`src/rtl/branch_seq_ctrl.sv`:
```
// ---------------------------------------------------------------------------
// branch_seq_ctrl
//
// Sequences the ID-stage branch comparator of the 16-bit 5-stage pipeline.
// A decoded branch is accepted in IDLE, then waits in HOLD while a compare
// operand is still being produced. It then spends exactly one RESOLVE cycle
// driving the comparator op and sampling jmpTrue. A taken branch redirects
// the PC and squashes the wrong-path fetch for FLUSH_CYCLES cycles.
// Resolved and taken branches are counted with saturating counters. A
// sticky flag records any branch abandoned because its operands never
// arrived.
//
// Ports:
//   clk        rising-edge clock
//   rst        synchronous active-high reset
//   brValid    ID stage presents a branch this cycle
//   brOpIn     branch type: 00 none, 01 lt, 10 eq, 11 gt
//   brTarget   branch target, valid with brValid
//   opBusy     a compare operand is still in flight in EX/MEM
//   jmpTrue    comparator result (combinational from cmpOp)
//   cmpOp      op driven to the comparator (00 outside RESOLVE)
//   stall      freeze PC and IF/ID
//   flush      squash the IF/ID instruction
//   pcSel      select pcTarget as the next PC
//   pcTarget   latched branch target
//   brCount    resolved branches, saturating
//   takenCount taken branches, saturating
//   hazErr     sticky HOLD-timeout flag
// ---------------------------------------------------------------------------
module branch_seq_ctrl #(
    parameter int unsigned FLUSH_CYCLES = 1,
    parameter int unsigned HOLD_LIMIT   = 15
) (
    input  logic        clk,
    input  logic        rst,
    input  logic        brValid,
    input  logic [1:0]  brOpIn,
    input  logic [15:0] brTarget,
    input  logic        opBusy,
    input  logic        jmpTrue,
    output logic [1:0]  cmpOp,
    output logic        stall,
    output logic        flush,
    output logic        pcSel,
    output logic [15:0] pcTarget,
    output logic [15:0] brCount,
    output logic [15:0] takenCount,
    output logic        hazErr
);

    typedef enum logic [1:0] {
        ST_IDLE    = 2'd0,
        ST_HOLD    = 2'd1,
        ST_RESOLVE = 2'd2,
        ST_FLUSH   = 2'd3
    } state_t;

    // The last count value of each counter is the one at which the
    // state is left. The counters start at zero on entry, so the last
    // value is the limit minus one.
    localparam logic [7:0] HOLD_LAST  = 8'(HOLD_LIMIT - 1);
    localparam logic [2:0] FLUSH_LAST = 3'(FLUSH_CYCLES - 1);

    state_t      state_q, state_d;
    logic [1:0]  op_q, op_d;
    logic [15:0] target_q, target_d;
    logic [7:0]  holdCnt_q, holdCnt_d;
    logic [2:0]  flushCnt_q, flushCnt_d;
    logic [15:0] brCount_q, brCount_d;
    logic [15:0] takenCount_q, takenCount_d;
    logic        hazErr_q, hazErr_d;

    // Next-state and output decode. Every variable gets its hold or
    // idle value first, so each state only has to state what changes.
    // stall, pcSel and cmpOp are combinational so the front end freezes
    // in the very cycle a branch is accepted. This also lets the redirect
    // happen in the same cycle the comparator answers. A branch that
    // times out in HOLD is dropped without touching the counters. An
    // operand arriving in the timeout cycle still wins, so such a branch
    // is resolved.
    always_comb begin
        state_d      = state_q;
        op_d         = op_q;
        target_d     = target_q;
        holdCnt_d    = holdCnt_q;
        flushCnt_d   = flushCnt_q;
        brCount_d    = brCount_q;
        takenCount_d = takenCount_q;
        hazErr_d     = hazErr_q;
        stall        = 1'b0;
        pcSel        = 1'b0;
        cmpOp        = 2'b00;

        case (state_q)
            ST_IDLE: begin
                if (brValid && (brOpIn != 2'b00)) begin
                    stall     = 1'b1;
                    op_d      = brOpIn;
                    target_d  = brTarget;
                    holdCnt_d = 8'd0;
                    state_d   = opBusy ? ST_HOLD : ST_RESOLVE;
                end
            end
            ST_HOLD: begin
                stall = 1'b1;
                if (!opBusy) begin
                    holdCnt_d = 8'd0;
                    state_d   = ST_RESOLVE;
                end else if (holdCnt_q == HOLD_LAST) begin
                    holdCnt_d = 8'd0;
                    hazErr_d  = 1'b1;
                    state_d   = ST_IDLE;
                end else begin
                    holdCnt_d = holdCnt_q + 8'd1;
                end
            end
            ST_RESOLVE: begin
                stall     = 1'b1;
                cmpOp     = op_q;
                brCount_d = (brCount_q == 16'hFFFF) ? brCount_q : brCount_q + 16'd1;
                if (jmpTrue) begin
                    pcSel        = 1'b1;
                    takenCount_d = (takenCount_q == 16'hFFFF) ? takenCount_q : takenCount_q + 16'd1;
                    flushCnt_d   = 3'd0;
                    state_d      = ST_FLUSH;
                end else begin
                    state_d = ST_IDLE;
                end
            end
            ST_FLUSH: begin
                if (flushCnt_q == FLUSH_LAST) begin
                    flushCnt_d = 3'd0;
                    state_d    = ST_IDLE;
                end else begin
                    flushCnt_d = flushCnt_q + 3'd1;
                end
            end
            default: begin
                state_d = ST_IDLE;
            end
        endcase
    end

    // State register. Reset is synchronous and overrides whatever the
    // sequencer is doing, including a branch parked in HOLD or FLUSH.
    always_ff @(posedge clk) begin
        if (rst) begin
            state_q      <= ST_IDLE;
            op_q         <= 2'b00;
            target_q     <= 16'h0000;
            holdCnt_q    <= 8'd0;
            flushCnt_q   <= 3'd0;
            brCount_q    <= 16'h0000;
            takenCount_q <= 16'h0000;
            hazErr_q     <= 1'b0;
        end else begin
            state_q      <= state_d;
            op_q         <= op_d;
            target_q     <= target_d;
            holdCnt_q    <= holdCnt_d;
            flushCnt_q   <= flushCnt_d;
            brCount_q    <= brCount_d;
            takenCount_q <= takenCount_d;
            hazErr_q     <= hazErr_d;
        end
    end

    assign flush      = (state_q == ST_FLUSH);
    assign pcTarget   = target_q;
    assign brCount    = brCount_q;
    assign takenCount = takenCount_q;
    assign hazErr     = hazErr_q;

endmodule

```
`config.mk`:
```
export PLATFORM = sky130hd
export DESIGN_NAME = branch_seq_ctrl
export DESIGN_NICKNAME = d
export VERILOG_FILES = /design/src/rtl/branch_seq_ctrl.sv
export SDC_FILE = /design/constraint.sdc
export NUM_CORES = 1
export LEC_CHECK = 0
export BUFFER_PORTS_ARGS = -buffer_cell sky130_fd_sc_hd__buf_2
export CAP_MARGIN = 10
export CORE_UTILIZATION = 58
export DETAILED_ROUTE_END_ITERATION = 8
export PLACE_DENSITY = 0.85
export SLEW_MARGIN = 5
export SYNTH_ARGS = -nofsm -noshare
export SYNTH_HDL_FRONTEND = slang
export SYNTH_SLANG_ARGS = --single-unit
```
`constraint.sdc`:
```
create_clock -name clk -period 4.02 [get_ports clk]
set_input_delay 1.005 -clock clk [delete_from_list [all_inputs] [get_ports clk]]
set_output_delay 1.005 -clock clk [all_outputs]
set_load 0.02 [all_outputs]
```
* After elaboration in Yosys (flattened, before gate mapping)
Index checks and enable logic that the tools add are counted.
** Word-level totals
- Logic and storage cells :: 57
- Latch bits :: 0
- Bits in writable memories :: 0
- ROM bits :: 0
- Register bits after elaboration :: 64
- Memories :: 0
- Bits of input ports :: 23
** Operators by class
- Reduce and logical (&&, ||, !) cells :: 14
- Magnitude comparators :: 0
- Add/sub/neg operators :: 4
- Divide/modulo/power cells :: 0
- Mux-type cells :: 19
- $mul :: 0
- Bitwise logic cells :: 2
- Shifts and indexed selects :: 0
- Equal/unequal tests :: 10
** Operators by type and width (number)
- $add A16 B1 Y16 const B :: 2
- $eq A16 B16 Y1 const B :: 2
- $mux W8 :: 3
- $pmux W8 S2 :: 1
- $mux W2 :: 7
- $reduce_and A3 Y1 :: 3
- $add A8 B1 Y8 const B :: 1
- $eq A8 B4 Y1 const B :: 1
- $pmux W2 S4 :: 1
- $reduce_and A2 Y1 :: 4
- $mux W3 :: 2
- $pmux W3 S2 :: 1
- $reduce_bool A2 Y1 :: 3
- $eq A2 B2 Y1 const B :: 2
- $ne A2 B2 Y1 const B :: 2
- $add A3 B1 Y3 const B :: 1
- $logic_not A3 Y1 :: 1
- $mux W1 :: 3
- $ne A3 B3 Y1 const B :: 1
- $eq A2 B1 Y1 const B :: 1
- $logic_not A2 Y1 :: 1
- $ne A2 B1 Y1 const B :: 1
- $not A1 Y1 :: 2
- $pmux W1 S2 :: 1
- other kinds (2) :: 2

* Longest topological paths before layout
Gate-level depths: netlist of the first run.
- Word-level depth :: 4
- Gate-level depth with buffers :: 8

* Least setup slack after synthesis of the first run
Ideal clock, no wire load.
- Kind :: input to output
- Start :: input brOpIn[1]
- End :: output stall
- Path slack :: 0.873 ns
- Data arrival time :: 2.142 ns
- Path buffers :: 1
- Cell stages on the path :: 5
- Required time :: 3.015 ns
- Cells stage by stage :: o21ai_0 > nor2_1 > clkbuf_1 > nor2_1 > nor2_1
** Between the ends
- Cells in the longest elaborated chain, start to end :: 4
** RTL lines
- from (decl) :: RTL line 37 : input logic [1:0] brOpIn,
- $reduce_bool A2 Y1 :: RTL line 96 : if (brValid && (brOpIn != 2'b00)) begin
- $logic_and A1 B1 Y1 :: RTL line 96
- $mux W1 :: RTL line 96
- $pmux W1 S2 :: RTL line 94 : case (state_q)
- to (decl) :: RTL line 42 : output logic stall,
No other way between the ends.

* Final worst setup path of the first run
Ends and elaborated chain as after synthesis.

==> key figures, run 1 <==
Yosys
  • Unique cell type count in the Yosys netlist: between 50 and 60
  • Ys async rst share: 0%
  • Sequential-to-total area share from yosys stat: 39.8%
  • Mapped cell area: roughly 3200 µm²
  • Post-synth EDFFs: 0
  • Yosys reg bits: 64
  • Syn_area_per_cell: 8.28 µm²
  • Syn Inst Count: 389
  • Synth Flop Type: dfxtp_1
  • Syn Nets: 424
  • Ys Warns: 0

Final layout
  • Net count, final: 500
  • Fin area: 3820 µm²
  • Final Util: about three quarters
  • Share of cells above drive strength 1: around 25%
  • Area growth syn-to-layout: 18.8%
  • Reg area: 1280 µm²
  • Filler cells: 417
  • Multi-input gate area: 1820 µm²
  • Antenna cells: 0

STA
  • Clock skew: 5.80 ps
  • Slew Limit Fails: 0
  • Final setup violating endpoints: 0
  • Final setup TNS: 0 ps
  • Relative slew margins: 29.2%
  • Part of the cycle the worst path needs: 86.6%
  • Fin crit period: between 3000 and 4000 ps
  • WHS: 457 ps
  • RSZ-0062 raised after global routing: false
  • Worst slew pin tran: 1050 ps
  • Final hold violation count: 0
  • Highest Clock Rate: about 290 MHz

Setup path
  • Worst R2R Path Depth: 5
  • Most frequent CP cell: nor2_1
  • Startpoint types: input port
  • RR Startpoint: takenCount[0]
  • WP data arrival: 2480 ps
  • CP max stage delay: 810 ps
  • FF-to-FF setup slack: 1660 ps
  • Critical R2R Capture: takenCount[0]
  • Slowest CP cell: nor2_1
  • Critical path's top delay family: simple AND/OR/NAND/NOR gates
  • CP Cell Sequence: buf_2, o21ai_0, nor2_1, nor2_1, nor2_1, buf_2
  • Critical path endpoint category: output pin
  • Worst Path Max Fanout: 19
  • Worst path required time: approximately 3000 ps
  • Crit Path Class: input port to output pin
  • WP buf/inv: 2

Power
  • Combinational Power Share: 24.5%
  • Power per cell area: between 400 and 500 nW/µm²
  • Sequential power share: between 40 and 50%
  • Leak Pwr: 1.58 nW
  • Net Sw Frac: 32.5%
  • Switching power: between 0.5 and 0.6 mW
  • Max VDD drop: 0.400 mV
  • Clock power frac: 31.3%
  • Power Internal: 1.11 mW

Routing
  • Drt wl/cell: 13.6 µm
  • Detail Route Antenna Nets: 0
  • TritonRoute pass-1 iters: 4
  • Final wirelength: 7360 µm
  • Vias/cell: 5.68
  • DRC viols: 0
  • Drt initial violations: 134
  • Routed vias: between 3k and 4k

Floorplan
  • Total Die Area: 5850 µm²
  • Die width: 76.5 µm
  • Rows: 26
  • DIE HEIGHT: 76.5 µm
  • Core area: 5240 µm²
  • Top Ports: just under 80
  • Starting Density: 61.5%

Placed design
  • Port bufs: 76
  • Placed Instance Area: between 3000 and 4000 µm²
  • RD Place Congestion: 0.863
  • Detailed placer's ending HPWL: 5320 µm

Clocking
  • Clk Latency, worst-skew pair: 330 ps
  • Cts repair resizes: 0
  • Root Buffer: clkbuf_8
  • CTS tree: built
  • Hold_buf cts: 0
  • CTS buffer count: 9
  • H-Tree Depth: 3
  • Reg clk slew, reported paths: roughly 60 ps
  • Post CTS Setup Buffer Count: 0
  • # clock sinks: between 60 and 70
  • CTS Buffer Depth: 2

Min path
  • Hold wc startpoint: pcTarget[3]
  • Min-delay worst type: flip-flop to flip-flop
  • Min-Delay Endpoint: pcTarget[3]
  • Hold-critical path depth: 2

Global route
  • GR Util All Layers: 26.8%
  • Vias in the first global route: 2890
  • Antenna violations before repair: 0
  • Grt total ovfl: 0
  • First-pass GRT wire length: 12800 µm
  • Pin count of the biggest net entering global routing: 27

Status
  • Outcome: complete, no violations

Job
  • Max-Cap Viols: 0
-- cells in the mapped netlist (all sizes together) (6+ instances only) --
master / n / area share, %
inv: 12 / 1.4
nand4: 12 / 2.7
ha: 12 / 4.7
dfxtp: 64 / 40
nor3: 9 / 1.4
mux2: 14 / 4.9
xnor2: 7 / 1.9
nor2b: 15 / 2.9
buf: 7 / 1.2
or4: 6 / 1.4
o31ai: 8 / 1.9
nor4: 7 / 1.7
nand3: 15 / 2.5
clkbuf: 7 / 0.82
nor2: 36 / 4.2
a21oi: 46 / 7.1
and4: 6 / 1.7
nand2: 58 / 6.8
-- stage by stage --
stage                     setup WS, ps  std cells  power [mW]
final                              539        540        1.64
after global routing               320        540        1.74
after CTS                          535        540        1.66
after detailed placement           544        524        1.14
after global placement             676        524        1.12
after floorplan                    873        389        1.02
-- cell usage in the layout, fill, tap and decap left out, drive strengths merged, types with 14 or more instances in the layout --
| master | instances |
|---|---|
| mux2 | 14 |
| nor2 | 36 |
| nand3 | 15 |
| a21oi | 46 |
| nor2b | 15 |
| buf | 79 |
| nand2 | 58 |
| dfxtp | 64 |
-- how the worst max path moves through the flow --
stage | slack (ps) | startpoint | cells after the start | endpoint
2_1_floorplan | 870 | brOpIn[1] | 5 | stall
3_3_place_gp | 680 | brOpIn[1] | 6 | stall
3_5_place_dp | 540 | brOpIn[1] | 6 | stall
4_1_cts | 540 | brOpIn[1] | 6 | stall
5_1_grt | 320 | brOpIn[1] | 6 | stall
6_report | 540 | brOpIn[1] | 6 | stall
-- metal layers --
layer  routed length [µm]  vias to the layer above  track usage [%]
met1                 3280                     1405             32.9
li1                     -                     1544                -
met5                    0                        -                0
met4                  145                        0             13.1
met2                 3560                      103             45.6
met3                  375                       15             4.19
-- logic make-up (layout without fill, tap and decap cells) --
| family | count (synthesis) | in the layout | share of synthesized area [%] |
|---|---|---|---|
| AO/OA/AOI/OAI | 81 | 81 | 15.2 |
| XOR/XNOR | 7 | 7 | 1.90 |
| adder cells (fa/ha/maj) | 12 | 12 | 4.66 |
| buffers and inverters | 27 | 108 | 3.57 |
| flip-flops | 64 | 64 | 39.8 |
| multiplexers | 18 | 18 | 6.14 |
| AND/OR/NAND/NOR | 180 | 180 | 28.7 |
-- final cells by class --
cell class	count	share of cell area, %
clock buffer	12	3.53
clock inverter	4	1.18
inverter	13	1.28
multi-input combinational	298	47.7
sequential	64	33.5
tap	70	2.29
timing repair buffer	79	10.5
-- state kept, by name (all words and copies together), names as in the netlist --
signal and count:
pcTarget 16, hazErr 1, takenCount 16, state_q 2
flushCnt_q 3, holdCnt_q 8, op_q 2, brCount 16
-- power groups by stage --
| stage | Sequential [mW] | Combinational, mW | Clock, mW |
|---|---|---|---|
| floorplan | 0.769 | 0.253 | 0 |
| global placement | 0.736 | 0.388 | 0 |
| detailed placement | 0.740 | 0.401 | 0 |
| CTS | 0.727 | 0.403 | 0.526 |
| global route | 0.736 | 0.449 | 0.553 |
| finish | 0.727 | 0.403 | 0.514 |
-- worst reg2reg max path: cells and delay by family (launching register included) --
kind                     cells  cell delay [ps]
AO/OA/AOI/OAI                1              250
multiplexers                 1              340
adder cells (fa/ha/maj)      1              240
flip-flops                   1              420
AND/OR/NAND/NOR              2             1010
Note: power is estimated with default switching activity, not from simulation.
==> run 2, diff against run 1 <==
--- a/config.mk
+++ b/config.mk
@@ -5,6 +5,7 @@
 export SDC_FILE = /design/constraint.sdc
 export NUM_CORES = 1
 export LEC_CHECK = 0
+export ABC_CLOCK_PERIOD_IN_PS = 4500
 export BUFFER_PORTS_ARGS = -buffer_cell sky130_fd_sc_hd__buf_2
 export CAP_MARGIN = 10
 export CORE_UTILIZATION = 58
==> constraint.sdc (replaced) <==
create_clock -name clk -period 4.5 [get_ports clk]
set_input_delay 1.125 -clock clk [delete_from_list [all_inputs] [get_ports clk]]
set_output_delay 1.125 -clock clk [all_outputs]
set_load 0.02 [all_outputs]
==> run 2 against run 1 <==
Effect of this change: count of clock-buffer cells in the layout decreased by 3; global-route usage down 0.43 points; cell area grew 0.85%; power shrank 5.7%; worst hold slack got worse by 4.5 ps; critical path type unchanged; largest power group unchanged.
==> key figures, run 2 (synthesis results as in run 1) <==
Status
  • Outcome: complete, no violations

Routing
  • DRC viols: 0
  • TritonRoute pass-1 iters: 4
  • Vias/cell: between 5 and 6
  • Drt wl/cell: 13.5 µm
  • Drt initial violations: 146
  • Routed vias: 3059
  • Final wirelength: 7250 µm
  • Detail Route Antenna Nets: 0

Clocking
  • CTS Buffer Depth: 2
  • H-Tree Depth: 3
  • CTS tree: built
  • # clock sinks: 64
  • Clk Latency, worst-skew pair: 340 ps
  • Cts repair resizes: 0
  • Post CTS Setup Buffer Count: 0
  • Hold_buf cts: 0
  • Reg clk slew, reported paths: 70 ps
  • CTS buffer count: 9
  • Root Buffer: clkbuf_8

Floorplan
  • Top Ports: just under 80
  • Total Die Area: around 6000 µm²
  • Core area: approximately 5200 µm²
  • Starting Density: 61.5%
  • Die width: 76.5 µm
  • DIE HEIGHT: 76.5 µm
  • Rows: 26

Setup path
  • Critical path origin: brOpIn[1]
  • Startpoint types: input port
  • Worst R2R Path Depth: 5
  • Crit Path Class: input port to output pin
  • FF-to-FF setup slack: 2210 ps
  • Critical path endpoint category: output pin
  • Worst Path Max Fanout: 19
  • WP data arrival: 2570 ps
  • RR Startpoint: takenCount[1]
  • Worst path required time: 3380 ps
  • Critical R2R Capture: takenCount[0]

Global route
  • Grt total ovfl: 0
  • Pin count of the biggest net entering global routing: 44
  • GR Util All Layers: between 20% and 30%
  • Vias in the first global route: 2776
  • Antenna violations before repair: 0
  • First-pass GRT wire length: 12500 µm

Final layout
  • Final Util: approximately 74%
  • Net count, final: 499
  • Most frequent cells in the layout: 76 x buf_2, 64 x dfxtp_1, 58 x nand2_1
  • Antenna cells: 0
  • Share of cells above drive strength 1: around a quarter
  • Filler cells: 423
  • Area growth syn-to-layout: 19.8%
  • Commonest non-fill, non-tap cell in the layout: buf_2

STA
  • Slew Limit Fails: 0
  • Final hold violation count: 0
  • Final setup violating endpoints: 0
  • Highest Clock Rate: roughly 270 MHz
  • Clock skew: just under 6 ps
  • RSZ-0062 raised after global routing: false
  • Worst slew pin tran: about 1000 ps
  • Part of the cycle the worst path needs: slightly above 80%
  • Relative slew margins: 30.0%
  • Fin crit period: 3690 ps
  • Final setup TNS: 0 ps

Min path
  • Hold wc startpoint: pcTarget[15]
  • Hold-critical path depth: 2
  • Min-Delay Endpoint: pcTarget[15]
  • Min-delay worst type: flip-flop to flip-flop

Power
  • Power per cell area: ~400 nW/µm²
  • Leak Pwr: approximately 1.6 nW
  • Max VDD drop: around 0.29 mV

Placed design
  • Detailed placer's ending HPWL: 5120 µm
  • Port bufs: 76
  • RD Place Congestion: 0.869

Job
  • Max-Cap Viols: 0
run 2: cell types whose count changed in the layout (fill, tap and decap cells not counted):
cell | previous run | this run
buf_4 | 3 | 2
clkinv_2 | 3 | 1
clkbuf_1 | 3 | 0
bufinv_16 | 1 | 2
clkinvlp_4 | 0 | 3
clkinv_4 | 0 | 1
run 2: through the flow:
| step | cell area, µm² | power (mW) | hold slack [ps] | std cells | setup slack, ps |
|---|---|---|---|---|---|
| after floorplan | 3220 | 0.913 | 432 | 389 | 1110 |
| after CTS | 3860 | 1.56 | 456 | 539 | 802 |
| after global routing | 3860 | 1.63 | 479 | 539 | 652 |
| after detailed placement | 3640 | 1.01 | 446 | 523 | 804 |
| final | 3860 | 1.55 | 452 | 539 | 808 |
| after global placement | 3640 | 1.00 | 438 | 523 | 917 |
run 2: metal layers:
layer / part of all wire (%) / GRT usage [%]
met5: 0 / 0
met4: 1.4 / 9.62
met3: 6.4 / 8.26
met2: 47 / 43.4
met1: 46 / 32.2
run 2: final cells by class:
cell class	count	area [µm²]	area share [%]
clock inverters	7	96.3	2.50
flip-flops and latches	64	1280	33.2
repair buffers	78	395	10.2
multi-input cells	298	1820	47.3
well taps	70	87.6	2.27
clock buffers	9	124	3.21
inverters	13	48.8	1.27
run 2: worst max-delay path by stage:
| stage | endpoint | slack (ps) |
|---|---|---|
| floorplan | stall | 1110 |
| CTS | stall | 800 |
| global route | stall | 650 |
| detailed placement | stall | 800 |
| finish | stall | 810 |
| global placement | stall | 920 |
run 2: worst max-delay path: stages:
cell     delay [ps]
buf_2           100
o21ai_0         150
nor2_1          820
nor2_1           80
nor2_1          110
buf_2           170
run 2: power by group:
part	internal [mW]	total (mW)	switching [mW]	leakage, nW
Clock	0.311	0.543	0.231	0.101
Sequential	0.609	0.652	0.0433	0.518
Combinational	0.128	0.355	0.228	0.966
Total	1.05	1.55	0.502	1.59
